**config.mk**
```make
export PLATFORM = sky130hd
export DESIGN_NAME = digit_recog_ctrl
export DESIGN_NICKNAME = d
export VERILOG_FILES = /design/src/rtl/digit_recog_ctrl.sv
export SDC_FILE = /design/constraint.sdc
export NUM_CORES = 1
export LEC_CHECK = 0
export BUFFER_PORTS_ARGS = -buffer_cell sky130_fd_sc_hd__buf_4
export CAP_MARGIN = 20
export CELL_PAD_IN_SITES_DETAIL_PLACEMENT = 1
export CELL_PAD_IN_SITES_GLOBAL_PLACEMENT = 1
export CORE_ASPECT_RATIO = 1.75
export CORE_UTILIZATION = 47
export DETAILED_ROUTE_END_ITERATION = 6
export PLACE_DENSITY_LB_ADDON = 0.1
export SKIP_CTS_REPAIR_TIMING = 1
export SLEW_MARGIN = 20
export SYNTH_ARGS = -nofsm -noshare
export SYNTH_HDL_FRONTEND = slang
export SYNTH_SLANG_ARGS = --single-unit
```
**constraint.sdc**
```tcl
create_clock -name clk -period 6.1 [get_ports clk]
set_clock_uncertainty 0.15 [all_clocks]
set_input_delay 0.61 -clock clk [delete_from_list [all_inputs] [get_ports clk]]
set_output_delay 0.61 -clock clk [all_outputs]
set_load 0.02 [all_outputs]
```
**src/rtl/digit_recog_ctrl.sv**
```systemverilog
// digit_recog_ctrl
//   Frame-level sequencer for the digit recognizer on a raster pixel stream.
//   A start request arms a scan of one full frame to find the bounding box of
//   the dark pixels. An acceptable box is handed to the recognizer for the
//   following frame. A fixed latency after that frame ends, the recognizer
//   result is captured and reported with a one-cycle valid pulse. A missing
//   or undersized box is reported as "no digit".
//
// Ports
//   clk          system clock, rising edge
//   rst          asynchronous reset, active low
//   iStart       one-cycle start request, honoured only when idle
//   iValid       pixel qualifier for iRow/iCol/iPixel
//   iRow, iCol   pixel coordinates
//   iPixel       1 = white background, 0 = dark digit pixel
//   iRecDigital  recognizer result
//   oEdge_Row    {bottom, top} of the accepted box
//   oEdge_Col    {right, left} of the accepted box
//   oRecEn       recognizer enable
//   oBusy        high whenever not idle
//   oDigital     last captured digit
//   oNoDigit     last run ended without a usable box
//   oValid       one-cycle pulse when oDigital/oNoDigit are updated
//
// state     | meaning
// ----------+----------------------------------------------------------
// IDLE      | waiting for iStart
// WAIT_SCAN | started, waiting for start of the scan frame
// SCAN      | tracking the dark-pixel bounding box
// WAIT_REC  | box accepted, waiting for start of the recognition frame
// RECOG     | recognizer enabled for the whole frame
// LATENCY   | recognizer still enabled, counting down to result sampling
// DONE      | result reported (oValid), back to IDLE next cycle

module digit_recog_ctrl #(
   parameter int H_RES    = 640,
   parameter int V_RES    = 480,
   parameter int MIN_SIZE = 8,
   parameter int REC_LAT  = 4
) (
   input  logic        clk,
   input  logic        rst,
   input  logic        iStart,
   input  logic        iValid,
   input  logic [9:0]  iRow,
   input  logic [9:0]  iCol,
   input  logic        iPixel,
   input  logic [3:0]  iRecDigital,
   output logic [19:0] oEdge_Row,
   output logic [19:0] oEdge_Col,
   output logic        oRecEn,
   output logic        oBusy,
   output logic [3:0]  oDigital,
   output logic        oNoDigit,
   output logic        oValid
);

   localparam logic [9:0]  ROW_LAST = 10'(V_RES - 1);
   localparam logic [9:0]  COL_LAST = 10'(H_RES - 1);
   localparam logic [10:0] MIN_SZ   = 11'(MIN_SIZE);
   localparam logic [3:0]  LAT_LOAD = 4'(REC_LAT);

   typedef enum logic [2:0] {
      S_IDLE,
      S_WAIT_SCAN,
      S_SCAN,
      S_WAIT_REC,
      S_RECOG,
      S_LATENCY,
      S_DONE
   } state_t;

   state_t      state_q, state_d;
   logic [9:0]  top_q, top_d, bot_q, bot_d;
   logic [9:0]  left_q, left_d, right_q, right_d;
   logic        found_q, found_d;
   logic [19:0] edge_row_q, edge_row_d, edge_col_q, edge_col_d;
   logic        rec_en_q, rec_en_d;
   logic [3:0]  cnt_q, cnt_d;
   logic [3:0]  digit_q, digit_d;
   logic        no_digit_q, no_digit_d;

   logic        sof, eof, dark, track, box_ok;
   logic [10:0] height, width;

   always_comb begin
      sof  = iValid && (iRow == 10'd0) && (iCol == 10'd0);
      eof  = iValid && (iRow == ROW_LAST) && (iCol == COL_LAST);
      dark = iValid && !iPixel && (iRow <= ROW_LAST) && (iCol <= COL_LAST);
   end

   // The SOF pixel that moves WAIT_SCAN to SCAN is already part of the scan.
   assign track = (state_q == S_SCAN) || ((state_q == S_WAIT_SCAN) && sof);

   always_comb begin
      top_d   = top_q;
      bot_d   = bot_q;
      left_d  = left_q;
      right_d = right_q;
      found_d = found_q;
      if (track) begin
         if (sof) begin
            top_d   = ROW_LAST;
            bot_d   = '0;
            left_d  = COL_LAST;
            right_d = '0;
            found_d = 1'b0;
         end
         if (dark) begin
            if (iRow < top_d)   top_d   = iRow;
            if (iRow > bot_d)   bot_d   = iRow;
            if (iCol < left_d)  left_d  = iCol;
            if (iCol > right_d) right_d = iCol;
            found_d = 1'b1;
         end
      end
   end

   // Evaluated on the updated box so the EOF pixel itself counts.
   assign height = {1'b0, bot_d} - {1'b0, top_d} + 11'd1;
   assign width  = {1'b0, right_d} - {1'b0, left_d} + 11'd1;
   assign box_ok = found_d && (height >= MIN_SZ) && (width >= MIN_SZ);

   always_comb begin
      state_d    = state_q;
      edge_row_d = edge_row_q;
      edge_col_d = edge_col_q;
      cnt_d      = cnt_q;
      digit_d    = digit_q;
      no_digit_d = no_digit_q;
      case (state_q)
         S_IDLE:      if (iStart) state_d = S_WAIT_SCAN;
         S_WAIT_SCAN: if (sof) state_d = S_SCAN;
         S_SCAN: begin
            if (eof) begin
               if (box_ok) begin
                  edge_row_d = {bot_d, top_d};
                  edge_col_d = {right_d, left_d};
                  state_d    = S_WAIT_REC;
               end else begin
                  no_digit_d = 1'b1;
                  state_d    = S_DONE;
               end
            end
         end
         S_WAIT_REC:  if (sof) state_d = S_RECOG;
         S_RECOG: begin
            if (eof) begin
               cnt_d   = LAT_LOAD;
               state_d = S_LATENCY;
            end
         end
         S_LATENCY: begin
            cnt_d = cnt_q - 4'd1;
            if (cnt_q == 4'd1) begin
               digit_d    = iRecDigital;
               no_digit_d = 1'b0;
               state_d    = S_DONE;
            end
         end
         S_DONE:      state_d = S_IDLE;
         default:     state_d = S_IDLE;
      endcase
   end

   assign rec_en_d = (state_d == S_RECOG) || (state_d == S_LATENCY);

   always_ff @(posedge clk or negedge rst) begin
      if (!rst) begin
         state_q    <= S_IDLE;
         top_q      <= ROW_LAST;
         bot_q      <= '0;
         left_q     <= COL_LAST;
         right_q    <= '0;
         found_q    <= 1'b0;
         edge_row_q <= '0;
         edge_col_q <= '0;
         rec_en_q   <= 1'b0;
         cnt_q      <= '0;
         digit_q    <= '0;
         no_digit_q <= 1'b0;
      end else begin
         state_q    <= state_d;
         top_q      <= top_d;
         bot_q      <= bot_d;
         left_q     <= left_d;
         right_q    <= right_d;
         found_q    <= found_d;
         edge_row_q <= edge_row_d;
         edge_col_q <= edge_col_d;
         rec_en_q   <= rec_en_d;
         cnt_q      <= cnt_d;
         digit_q    <= digit_d;
         no_digit_q <= no_digit_d;
      end
   end

   // Enable must already be high on the SOF pixel of the recognition frame.
   assign oRecEn    = rec_en_q || ((state_q == S_WAIT_REC) && sof);
   assign oBusy     = (state_q != S_IDLE);
   assign oValid    = (state_q == S_DONE);
   assign oEdge_Row = edge_row_q;
   assign oEdge_Col = edge_col_q;
   assign oDigital  = digit_q;
   assign oNoDigit  = no_digit_q;

endmodule
```
# After elaboration in Yosys (flattened, before gate mapping)

Cells that the tools add are included.

Flip-flop bits (word level): 94

Add/sub/neg operators: 5
Multiplexer cells: 37
Magnitude comparators: 8
Reductions and logical operators: 25
Equality and inequality tests: 15

Operators with widths:

| operator              | count |
|---|---|
| $mux 10               | 20 |
| $add 11x1->11 const B | 2 |
| $ge 11x4->1 const B   | 2 |
| $sub 10x10->11        | 2 |
| $mux 3                | 7 |
| $gt 10x10->1          | 2 |
| $logic_not 10->1      | 2 |
| $lt 10x10->1          | 2 |
| $pmux 3 s6            | 1 |
| $eq 3x3->1 const B    | 5 |
| $logic_and 1x1->1     | 11 |
| $eq 10x10->1 const B  | 1 |
| $eq 10x9->1 const B   | 1 |
| $le 10x10->1 const B  | 1 |
| $le 10x9->1 const B   | 1 |
| $ne 2x2->1 const B    | 4 |
| $pmux 4 s2            | 1 |
| $eq 3x2->1 const B    | 2 |
| $mux 1                | 6 |
| $eq 4x1->1 const B    | 1 |
| $mux 4                | 1 |
| $reduce_and 2->1      | 2 |
| $reduce_and 4->1      | 1 |
| $reduce_bool 2->1     | 2 |
| 8 further kinds       | 10 |

# Longest topological paths before layout

Gate-level depths: netlist of the first run.

Depth after elaboration: 20
Mapped depth: 27
Gate-level depth less buffers: 23

# Least setup slack after synthesis of the first run

No wires, ideal clock.

Path type: input port to flip-flop
From: input iRow[5]
To: register edge_col_q[0] (netlist: oEdge_Col[0])
Required time: 5.825 ns
Stages on the path: 25
Buffers on the path: 4
Data arrival time: 6.062 ns
Slack: -0.237 ns
Cell sequence: or3_4 -> or2_2 -> nor2_1 -> clkbuf_1 -> buf_2 -> nor2_1 -> ha_1 -> and4_1 -> nand3_1 -> nand2_1 -> or4b_1 -> clkbuf_1 -> o41ai_1 -> a21oi_1 -> inv_1 -> ha_1 -> ha_1 -> and3_1 -> a221o_1 -> a211oi_1 -> o221ai_1 -> nor4_2 -> nor3_4 -> buf_6 -> mux2_4

Longest elaborated chain between the ends: 15

RTL lines:

| element                             | line | text |
|---|---|---|
| start, declared                     | 45   | `input logic [9:0] iRow,` |
| $logic_not 10->1                    | 87   | `sof = iValid && (iRow == 10'd0) && (iCol == 10'd0);` |
| $logic_and 1x1->1 (2 in series)     | 87   |  |
| $mux 10                             | 102  | `if (sof) begin` |
| $mux 10                             | 101  | `if (track) begin` |
| $lt 10x10->1                        | 110  | `if (iRow < top_d) top_d = iRow;` |
| $mux 10                             | 110  |  |
| $mux 10                             | 109  | `if (dark) begin` |
| $mux 10 *                           | 101  |  |
| net top_d[3]                        | 74   | `logic [9:0] top_q, top_d, bot_q, bot_d;` |
| $sub 10x10->11 *                    | 120  | `assign height = {1'b0, bot_d} - {1'b0, top_d} + 11'd1;` |
| $add 11x1->11 *                     | 120  |  |
| $ge 11x4->1 *                       | 122  | `assign box_ok = found_d && (height >= MIN_SZ) && (width >= MIN_SZ);` |
| $logic_and 1x1->1 * (2 in series)   | 122  |  |
| $reduce_and 3->1 (no source line) * | n/a  |  |
| end signal, assigned                | 190  | `edge_col_q <= edge_col_d;` |
| end, declared                       | 77   | `logic [19:0] edge_row_q, edge_row_d, edge_col_q, edge_col_d;` |

The timed path passes the listed nets; every way through them passes the cells marked *. The select of a mux whose other input is x is not followed.
A chain may end at the register's enable or synchronous reset.

# Worst setup path after layout of the first run

From: input iRow[6]
To: register edge_col_q[10] (netlist: oEdge_Col[10])

RTL lines:

| element                             | line | text |
|---|---|---|
| $logic_not 10->1                    | 87   |  |
| $logic_and 1x1->1 (2 in series)     | 87   |  |
| $mux 10                             | 102  |  |
| $mux 10                             | 101  |  |
| $lt 10x10->1                        | 112  | `if (iCol < left_d) left_d = iCol;` |
| $mux 10                             | 112  |  |
| $mux 10                             | 109  |  |
| $mux 10 *                           | 101  |  |
| net left_d[3]                       | 75   | `logic [9:0] left_q, left_d, right_q, right_d;` |
| $sub 10x10->11 *                    | 121  | `assign width = {1'b0, right_d} - {1'b0, left_d} + 11'd1;` |
| $add 11x1->11 *                     | 121  |  |
| $ge 11x4->1 *                       | 122  |  |
| $logic_and 1x1->1 *                 | 122  |  |
| $reduce_and 3->1 (no source line) * | n/a  |  |

Marked as above.

==> results of run 1 <==
[cell type report]
type                       count  area (sq um)
multi-input combinational    485          4639
fill                        1336          3777
sequential                    94          2372
timing repair buffer         261          2087
clock buffer                  10         239.0
tap                          174         217.7
inverter                      38         142.6
clock inverter                 6         45.04
antenna                        1         2.502
[cell usage in the layout, fill, tap and decap left out, types with 18 or more instances in the layout]
| master | Yosys | layout |
|---|---|---|
| a21oi_1 | 40 | 20 |
| a22o_1 | 20 | 20 |
| buf_4 | 0 | 244 |
| dfrtp_1 | 78 | 78 |
| ha_1 | 78 | 60 |
| inv_1 | 38 | 35 |
| mux2_4 | 39 | 39 |
| nand2_1 | 53 | 48 |
| nor2_1 | 26 | 18 |
| o21ai_0 | 25 | 22 |
[through the flow]
step	util (%)	area, sq um	power [mW]
3_3_place_gp	62.67	8474	0.7370
4_1_cts	64.77	8758	1.295
3_5_place_dp	62.67	8474	0.7431
2_1_floorplan	-	6566	0.6677
5_1_grt	72.07	9746	1.356
6_report	72.07	9746	1.335
[flip-flops by register name, summed over array words and instances (netlist names), 3 cells and up]
signal     flops
oEdge_Col     20
oEdge_Row     20
right_q       10
oDigital       4
cnt_q          4
top_q         10
state_q        3
bot_q         10
left_q        10
[worst max-delay path, delay by kind of cell]
kind / cells / cell delay (ps)
and+or+nand+nor: 10 / 1740
muxes: 1 / 360
xor gates and xnor gates: 1 / 330
buffers and inverters: 10 / 1640
AOI/OAI and AO/OA: 4 / 940
adders and majority gates: 3 / 1030
[worst max path at each step]
stage | from | to | slack (ps) | cells past startpoint
3_3_place_gp | iRow[5] | oEdge_Col[10]$_DFFE_PN0P_ | -500 | 26
4_1_cts | iCol[3] | oEdge_Col[10]$_DFFE_PN0P_ | -330 | 26
5_1_grt | iRow[6] | oEdge_Col[10]$_DFFE_PN0P_ | -650 | 29
2_1_floorplan | iRow[5] | oEdge_Col[0]$_DFFE_PN0P_ | 10 | 26
6_report | iRow[6] | oEdge_Col[10]$_DFFE_PN0P_ | -510 | 29
3_5_place_dp | iCol[3] | oEdge_Col[10]$_DFFE_PN0P_ | -660 | 28
[power breakdown]
group | internal [mW] | leakage, nW | switching (mW)
Clock | 0.292 | 0.143 | 0.284
Combinational | 0.0541 | 3.17 | 0.0799
Sequential | 0.625 | 1.19 | 0.000822
[logic make-up after synthesis]
family / Yosys count
buf+inv: 60
fa+ha+maj: 80
xor+xnor: 5
mux: 49
compound gates: 168
flops: 94
simple gates: 183
[layer usage]
layer | part of all wire (%) | up-vias
met2 | 50 | 445
met3 | 5.2 | 248
met4 | 12 | 0
li1 | - | 2880
met5 | 0 | -
met1 | 32 | 3529
[synth_stat cells (16+ instances only)]
| master | count |
|---|---|
| mux2_4 | 39 |
| or2_2 | 17 |
| a22o_1 | 20 |
| dfrtp_1 | 78 |
| o21ai_0 | 25 |
| dfstp_2 | 16 |
| a21oi_1 | 40 |
| ha_1 | 78 |
| inv_1 | 38 |
| clkbuf_1 | 16 |
| nand2_1 | 53 |
| nor2_1 | 26 |
==> impl_results.md, run 1 <==
* Synth Area in Compound Gates at 17.95%
* Global Route met1 Usage at 32.81%
* Met3 Usage GRT at 3.842%
* Top-area cell type share of the netlist area at 29.79%
* Vias at 7102
* # setup viols final at 43
* Status: finished, violations left
* CTS tree: yes
* CTS root buf: clkbuf_16
* CP max FO at 7
* Mean post-synth cell area at 10.25 sq um
* Number of synthesized flops with an enable pin at 0
* Largest family of logic cells by synthesized area: compound AO/OA/AOI/OAI gates
* DR iter-0 viols at 406
* Initial antenna violation count at 1
* Worst R2R End: oEdge_Col[10]$_DFFE_PN0P_
* Area share of and/or/nand/nor cells after synthesis at 15.18%
* Vias in the first global route at 7158
* Setup slack, reg-to-reg at -100 ps
* Total CTS buffers at 9
* Share of layout cells above drive strength 1 at 50.78%
* Placed wire-length estimate at 19.80 mm
* Crit share post-route at 108.4%
* Register area share after synthesis at 36.20%
* Worst setup SP type: primary input
* Clock-pin slew on the worst setup and hold paths at 90 ps
* Final Max Tran Viols at 0
* Min Tclk post-route at 6614 ps
* Total grt overflow at 0
* Synth Register Bits at 94
* R2R depth at 21
* Residual DRC at 0
* Cells after Synth at 639
* Placement Rows at 56
* Final wirelength at 33.61 mm
* Power Dens Cells at 137.0 nW/um^2
* Via-to-Cell Ratio at 6.644
* Slew @ Worst Pin at 1394 ps
* CP required at 6180 ps
* Overall routing resource usage at 35.67%
* RSZ-0062 raised after global routing: true
* Post-Synth XOR/XNOR Area at 0.6683%
* Worst-Skew Late Latency at 370 ps
* Maximum vdd drop at 0.0001281 V
* Slowest-stage cell, CP: a21oi_1
* Min-Delay Path Class: in -> async
* Slew HR at 7.096%
* Unique masters post-synth at 66
* Post-Synth Adder-Cell Area at 15.51%
* Failing checks: negative setup slack
* First-pass GRT wire length at 38.34 mm
* Final ANT Viol Nets at 0
* Max cap viols at 0
* Die extent in y at 158.2 um
* Area Overhead vs Synth at 48.73%
* Syn Nets at 748
* CTS Buffer Depth at 2
* Top_reg_cell synth: dfrtp_1
* Gp weighted congestion at 1.009
* Post-synthesis mux area share at 10.56%
* Hold slack at 34.03 ps
* Htree depth at 3
* Detailed Routing Iterations Pass 1 at 5
* Area leader, netlist: dfrtp_1
* Final hold violation count at 0
* Worst slack, placed at -656.5 ps
* Fin nets at 998
* Top post-synthesis cells by area: dfrtp_1 (30%), ha_1 (15%), mux2_4 (8.9%)
* Max frequency at 151.2 MHz
* IO Pins at 77
* FF-to-FF Start: state_q[1]$_DFF_PN0_
* Clock Sinks at 94
* CORE AREA at 13520 sq um
* YS warnings at 0
* Cells after DPL at 1027
* Final WS setup at -514.4 ps
* TNS Setup at -17950 ps
* Starting Density at 48.45%
* Die Area at 14440 sq um
* Pleak at 4.502 nW
* Finished Layout Cells at 1069
* M2 GR Usage at 69.34%
* Routed WL per cell at 31.44 um
* Synth Cell Area at 6553 sq um
* Async set-reset flop share out of synthesis at 100.0%
* Crit path DAT at 6700 ps
* Port buffer count at 76
* Most common cell on crit path: buf_4
* CP Class: in -> reg
* Die Wd at 91.26 um
* Critical Path End Type: flip-flop
* GR peak layer: met2
* Largest net degree at the start of global routing at 58
* Slowest stage delay, CP at 470 ps
(Power assumes the default switching activity.)
==> run 2, diff against run 1 <==
- REMOVE_ABC_BUFFERS: default -> 1
==> run 2 against run 1 <==
Net effect:
- the run still ends with negative setup slack left
- clock-buffer cell count unchanged
- setup slack gained 91 ps
- fmax is 1.4% higher
- hold slack better by 35 ps
- combinational power hardly changed
==> impl_results.md, run 2 (synthesized netlist as in run 1, its figures left out) <==
* Routed WL per cell at 31.88 um
* Max frequency at 153.3 MHz
* Critical Path End Type: flip-flop
* Placement Rows at 56
* Crit share post-route at 106.9%
* Min Tclk post-route at 6524 ps
* Total grt overflow at 0
* CP max FO at 8
* Gp weighted congestion at 0.9562
* Total Power at 1.340 mW
* Clock-pin slew on the worst setup and hold paths at 80 ps
* Overall routing resource usage at 35.99%
* Vias at 7218
* Slew HR at 21.04%
* Placed wire-length estimate at 20.11 mm
* Final wirelength at 33.76 mm
* Final ANT Viol Nets at 0
* Multi-input logic area at 4551 sq um
* Die Area at 14440 sq um
* Crit path DAT at 6610 ps
* CP endpoint: oEdge_Row[11]$_DFFE_PN0P_
* Cells after DPL at 1026
* CTS Buffer Depth at 2
* Final hold violation count at 0
* Share of layout cells above drive strength 1 at 49.72%
* DR iter-0 viols at 504
* CTS root buf: clkbuf_16
* # diodes at 0
* CTS tree: yes
* Port buffer count at 76
* Min-Delay Path Class: in -> async
* Slowest stage delay, CP at 400 ps
* Area Overhead vs Synth at 46.42%
* Register area at 2372 sq um
* Commonest non-fill, non-tap cell in the layout: buf_4
* Worst-Skew Late Latency at 370 ps
* Pleak at 4.481 nW
* Worst setup SP type: primary input
* Failing checks: negative setup slack
* Initial antenna violation count at 1
* Finished Layout Cells at 1059
* # setup viols final at 43
* IO Pins at 77
* Fill cells at 1356
* Die extent in y at 158.2 um
* RSZ-0062 raised after global routing: true
* Vias in the first global route at 7191
* Die Wd at 91.26 um
* CP Class: in -> reg
* Status: finished, violations left
* Crit path launch: iRow[3]
* Setup slack, reg-to-reg at 300 ps
* Detailed Routing Iterations Pass 1 at 5
* Total CTS buffers at 9
* FF-to-FF Start: state_q[0]$_DFF_PN0_
* Commonest non-fill, non-tap cells in the layout: buf_4 (234), dfrtp_1 (78), ha_1 (66), nand2_1 (47), mux2_4 (40)
* Largest net degree at the start of global routing at 56
* Slew @ Worst Pin at 1174 ps
* R2R depth at 21
* Residual DRC at 0
* Slowest-stage cell, CP: a2111oi_4
* Max cap viols at 0
* Maximum vdd drop at 0.0001197 V
* Most common cell on crit path: buf_4
* Clock Sinks at 94
* Final WS setup at -423.7 ps
* Final Max Tran Viols at 0
* Htree depth at 3
* Hold slack at 69.17 ps
* Via-to-Cell Ratio at 6.816
* Final core occ at 70.95%
* Starting Density at 48.45%
* CORE AREA at 13520 sq um
* Fin nets at 989
* Worst R2R End: oEdge_Row[11]$_DFFE_PN0P_
* Power Dens Cells at 139.6 nW/um^2
* First-pass GRT wire length at 38.38 mm
* CP required at 6190 ps
==> run 2: cell count changes in the layout (fill, tap and decap cells not counted), moves of 3 or more <==
cell     change
ha_4         -8
ha_1         +6
buf_4       -10
o41ai_2      +5
a21oi_1      +3
o41ai_1      -4
==> run 2: worst max-delay path, delay by kind of cell <==
family / cells / cell delay [ps]
compound gates: 7 / 1500
fa+ha+maj: 4 / 1010
buf+inv: 9 / 1440
mux: 1 / 310
simple gates: 9 / 1750
==> run 2: how the worst min path moves through the flow <==
stage	startpoint	to	slack [ps]
2_1_floorplan	rst	bot_q[0]$_DFF_PN0_	160
3_3_place_gp	oEdge_Col[10]$_DFFE_PN0P_	oEdge_Col[10]$_DFFE_PN0P_	340
3_5_place_dp	oEdge_Col[13]$_DFFE_PN0P_	oEdge_Col[13]$_DFFE_PN0P_	350
4_1_cts	rst	cnt_q[3]$_DFFE_PN0P_	80
5_1_grt	rst	cnt_q[2]$_DFFE_PN0P_	120
6_report	rst	cnt_q[2]$_DFFE_PN0P_	70
==> run 2: stage by stage <==
| step | setup slack (ps) | area [sq um] | TNS (ps) |
|---|---|---|---|
| after floorplan | -1499 | 6437 | -59860 |
| after global placement | -718.3 | 8444 | -29840 |
| after detailed placement | -844.5 | 8444 | -34680 |
| after CTS | -541.1 | 8728 | -21300 |
| after global routing | -524.8 | 9594 | -20960 |
| final | -423.7 | 9594 | -15950 |
==> run 2: per-layer routing <==
layer	part of all wire (%)	wire, um	track usage [%]
met1	31	10370	32.40
met2	51	17290	72.87
met3	6.2	2104	3.554
met4	12	3995	26.15
met5	0	0	0
==> run 2: final cells by class <==
type | count | share of cell area, %
clock inverters | 6 | 0.5738
multi-input cells | 485 | 47.43
well taps | 174 | 2.269
inverters | 38 | 1.487
flip-flops and latches | 94 | 24.73
repair buffers | 252 | 21.13
clock buffers | 10 | 2.387
==> run 2: power by group <==
group          total (mW)  switching (mW)  internal (mW)
Combinational       0.132          0.0800         0.0524
Clock               0.582           0.296          0.286
Sequential          0.625        0.000918          0.625
Total                1.34           0.377          0.963
==> run 3, diff against run 2 <==
- GPL_TIMING_DRIVEN: default -> 0
==> run 3 against run 2 <==
Net effect:
- the flow still finishes with violations (negative setup slack)
- wire length decreased by 37%
- clock-buffer cell count unchanged
- sequential power about the same
- die area did not move
- utilization decreased by 10 points
- largest power group unchanged
==> impl_results.md, run 3 (synthesized netlist as in run 1, its figures left out) <==
* Placed wire-length estimate at 15.00 mm
* Fin nets at 838
* Slew @ Worst Pin at 887.4 ps
* Hold slack at 192.2 ps
* Slowest stage delay, CP at 590 ps
* Area Overhead vs Synth at 24.86%
* # diodes at 0
* Largest net degree at the start of global routing at 95
* Critical Path End Type: flip-flop
* Detailed Routing Iterations Pass 1 at 6
* Crit path launch: iRow[0]
* # setup viols final at 41
* Commonest non-fill, non-tap cell in the layout: buf_4
* Worst slack, placed at -2280 ps
* IO Pins at 77
* Share of layout cells above drive strength 1 at 34.20%
* Status: finished, violations left
* CP endpoint: oEdge_Col[10]$_DFFE_PN0P_
* Fill cells at 1468
* CP max FO at 7
* Max cap viols at 0
* Total Power at 1.282 mW
* CTS root buf: clkbuf_16
* Crit path DAT at 6600 ps
* Maximum vdd drop at 0.0001247 V
* Commonest non-fill, non-tap cells in the layout: buf_4 (88), dfrtp_1 (78), ha_1 (76), nand2_1 (49), mux2_4 (39)
* Cells after DPL at 873
* Die extent in y at 158.2 um
* Failing checks: negative setup slack
* Worst-Skew Late Latency at 360 ps
* Setup slack, reg-to-reg at 410 ps
* Htree depth at 3
* Worst path depth at 25
* Crit share post-route at 106.8%
* Overall routing resource usage at 28.14%
* Min Tclk post-route at 6515 ps
* Worst setup SP type: primary input
* Worst path bufs/invs at 6
* Slew HR at 40.84%
* CP required at 6190 ps
* Final WS setup at -415.5 ps
* RSZ-0062 raised after global routing: true
* Final ANT Viol Nets at 0
* CP delay by family, top: compound AO/OA/AOI/OAI gates
* Clock Sinks at 94
* Worst R2R End: oEdge_Col[10]$_DFFE_PN0P_
* CP Class: in -> reg
* Min-Delay Path Class: in -> async
* Starting Density at 48.45%
* Vias at 5684
* Total grt overflow at 0
* Final hold violation count at 0
* Max frequency at 153.5 MHz
* Gp weighted congestion at 0.8338
* DR iter-0 viols at 199
* Via-to-Cell Ratio at 6.260
* Final Max Tran Viols at 0
* Finished Layout Cells at 908
* CTS tree: yes
* CTS Buffer Depth at 2
* Placement Rows at 56
* FF-to-FF Start: state_q[0]$_DFF_PN0_
* Post-Layout Inst Area at 8182 sq um
* Vias in the first global route at 6038
* Initial antenna violation count at 0
* Pleak at 3.691 nW
* Routed WL per cell at 23.29 um
* Final wirelength at 21.15 mm
* Die Area at 14440 sq um
* CORE AREA at 13520 sq um
* Residual DRC at 0
* First-pass GRT wire length at 31.13 mm
* Die Wd at 91.26 um
* R2R depth at 20
* Clock-pin slew on the worst setup and hold paths at 80 ps
* Power Dens Cells at 156.6 nW/um^2
* Slowest-stage cell, CP: a2111o_2
* Cell Area, Placed at 7322 sq um
* Total CTS buffers at 9
* Port buffer count at 76
run 3: changes by cell type in the layout (fill, tap and decap cells not counted), sizes merged:
cell      previous run  this run
clkbuf              13        14
buf                249        97
inv                 41        43
clkinvlp             2         0
run 3: metrics by stage:
stage | utilization [%] | TNS [ps]
floorplan | - | -59860
global placement | 53.43 | -151400
detailed placement | 54.15 | -91450
CTS | 56.26 | -76570
global route | 60.50 | -24520
finish | 60.50 | -15530
run 3: cell type report:
type | instances | area (sq um) | share of cell area (%)
inverter | 38 | 142.6 | 1.743
clock inverter | 6 | 57.56 | 0.7035
sequential | 94 | 2372 | 29.00
tap | 174 | 217.7 | 2.661
timing repair buffer | 101 | 918.4 | 11.22
clock buffer | 10 | 229.0 | 2.799
multi-input combinational | 485 | 4244 | 51.87
run 3: worst reg2reg max path, cell delays in order (launching register included):
cell and delay [ps]:
dfrtp_1 570, nor2b_1 400, nor2b_1 270, a31o_2 530, and2_2 410, a22o_1 260, inv_1 60, ha_1 280
inv_2 40, ha_4 170, fa_2 410, a21oi_4 180, o21bai_1 90, a32oi_1 240, mux2i_1 330, nor4_4 80
buf_4 170, nor3_4 260, buf_6 190, buf_12 140, mux2_1 320
run 3: how the worst min path moves through the flow:
stage / startpoint / end / slack [ps] / cells after the start
finish: rst / oEdge_Row[2]$_DFFE_PN0P_ / 190 / 1
global route: rst / oEdge_Row[2]$_DFFE_PN0P_ / 260 / 1
floorplan: rst / bot_q[0]$_DFF_PN0_ / 160 / 0
global placement: oEdge_Col[10]$_DFFE_PN0P_ / oEdge_Col[10]$_DFFE_PN0P_ / 330 / 1
detailed placement: oEdge_Col[10]$_DFFE_PN0P_ / oEdge_Col[10]$_DFFE_PN0P_ / 340 / 1
CTS: rst / oEdge_Row[2]$_DFFE_PN0P_ / 230 / 1
run 3: power breakdown:
group          internal (mW)  switching [mW]  leakage [nW]
Sequential             0.625        0.000752          1.19
Clock                  0.288           0.273         0.142
Combinational         0.0348          0.0601          2.36
Total                  0.947           0.334          3.69
run 3: per-layer routing:
layer,GRT usage (%),part of all wire (%),vias to the layer above
met3,3.074,2.9,68
met2,55.09,56,139
li1,-,-,2568
met4,16.63,5.6,0
met5,0,0,-
met1,28.30,35,2909
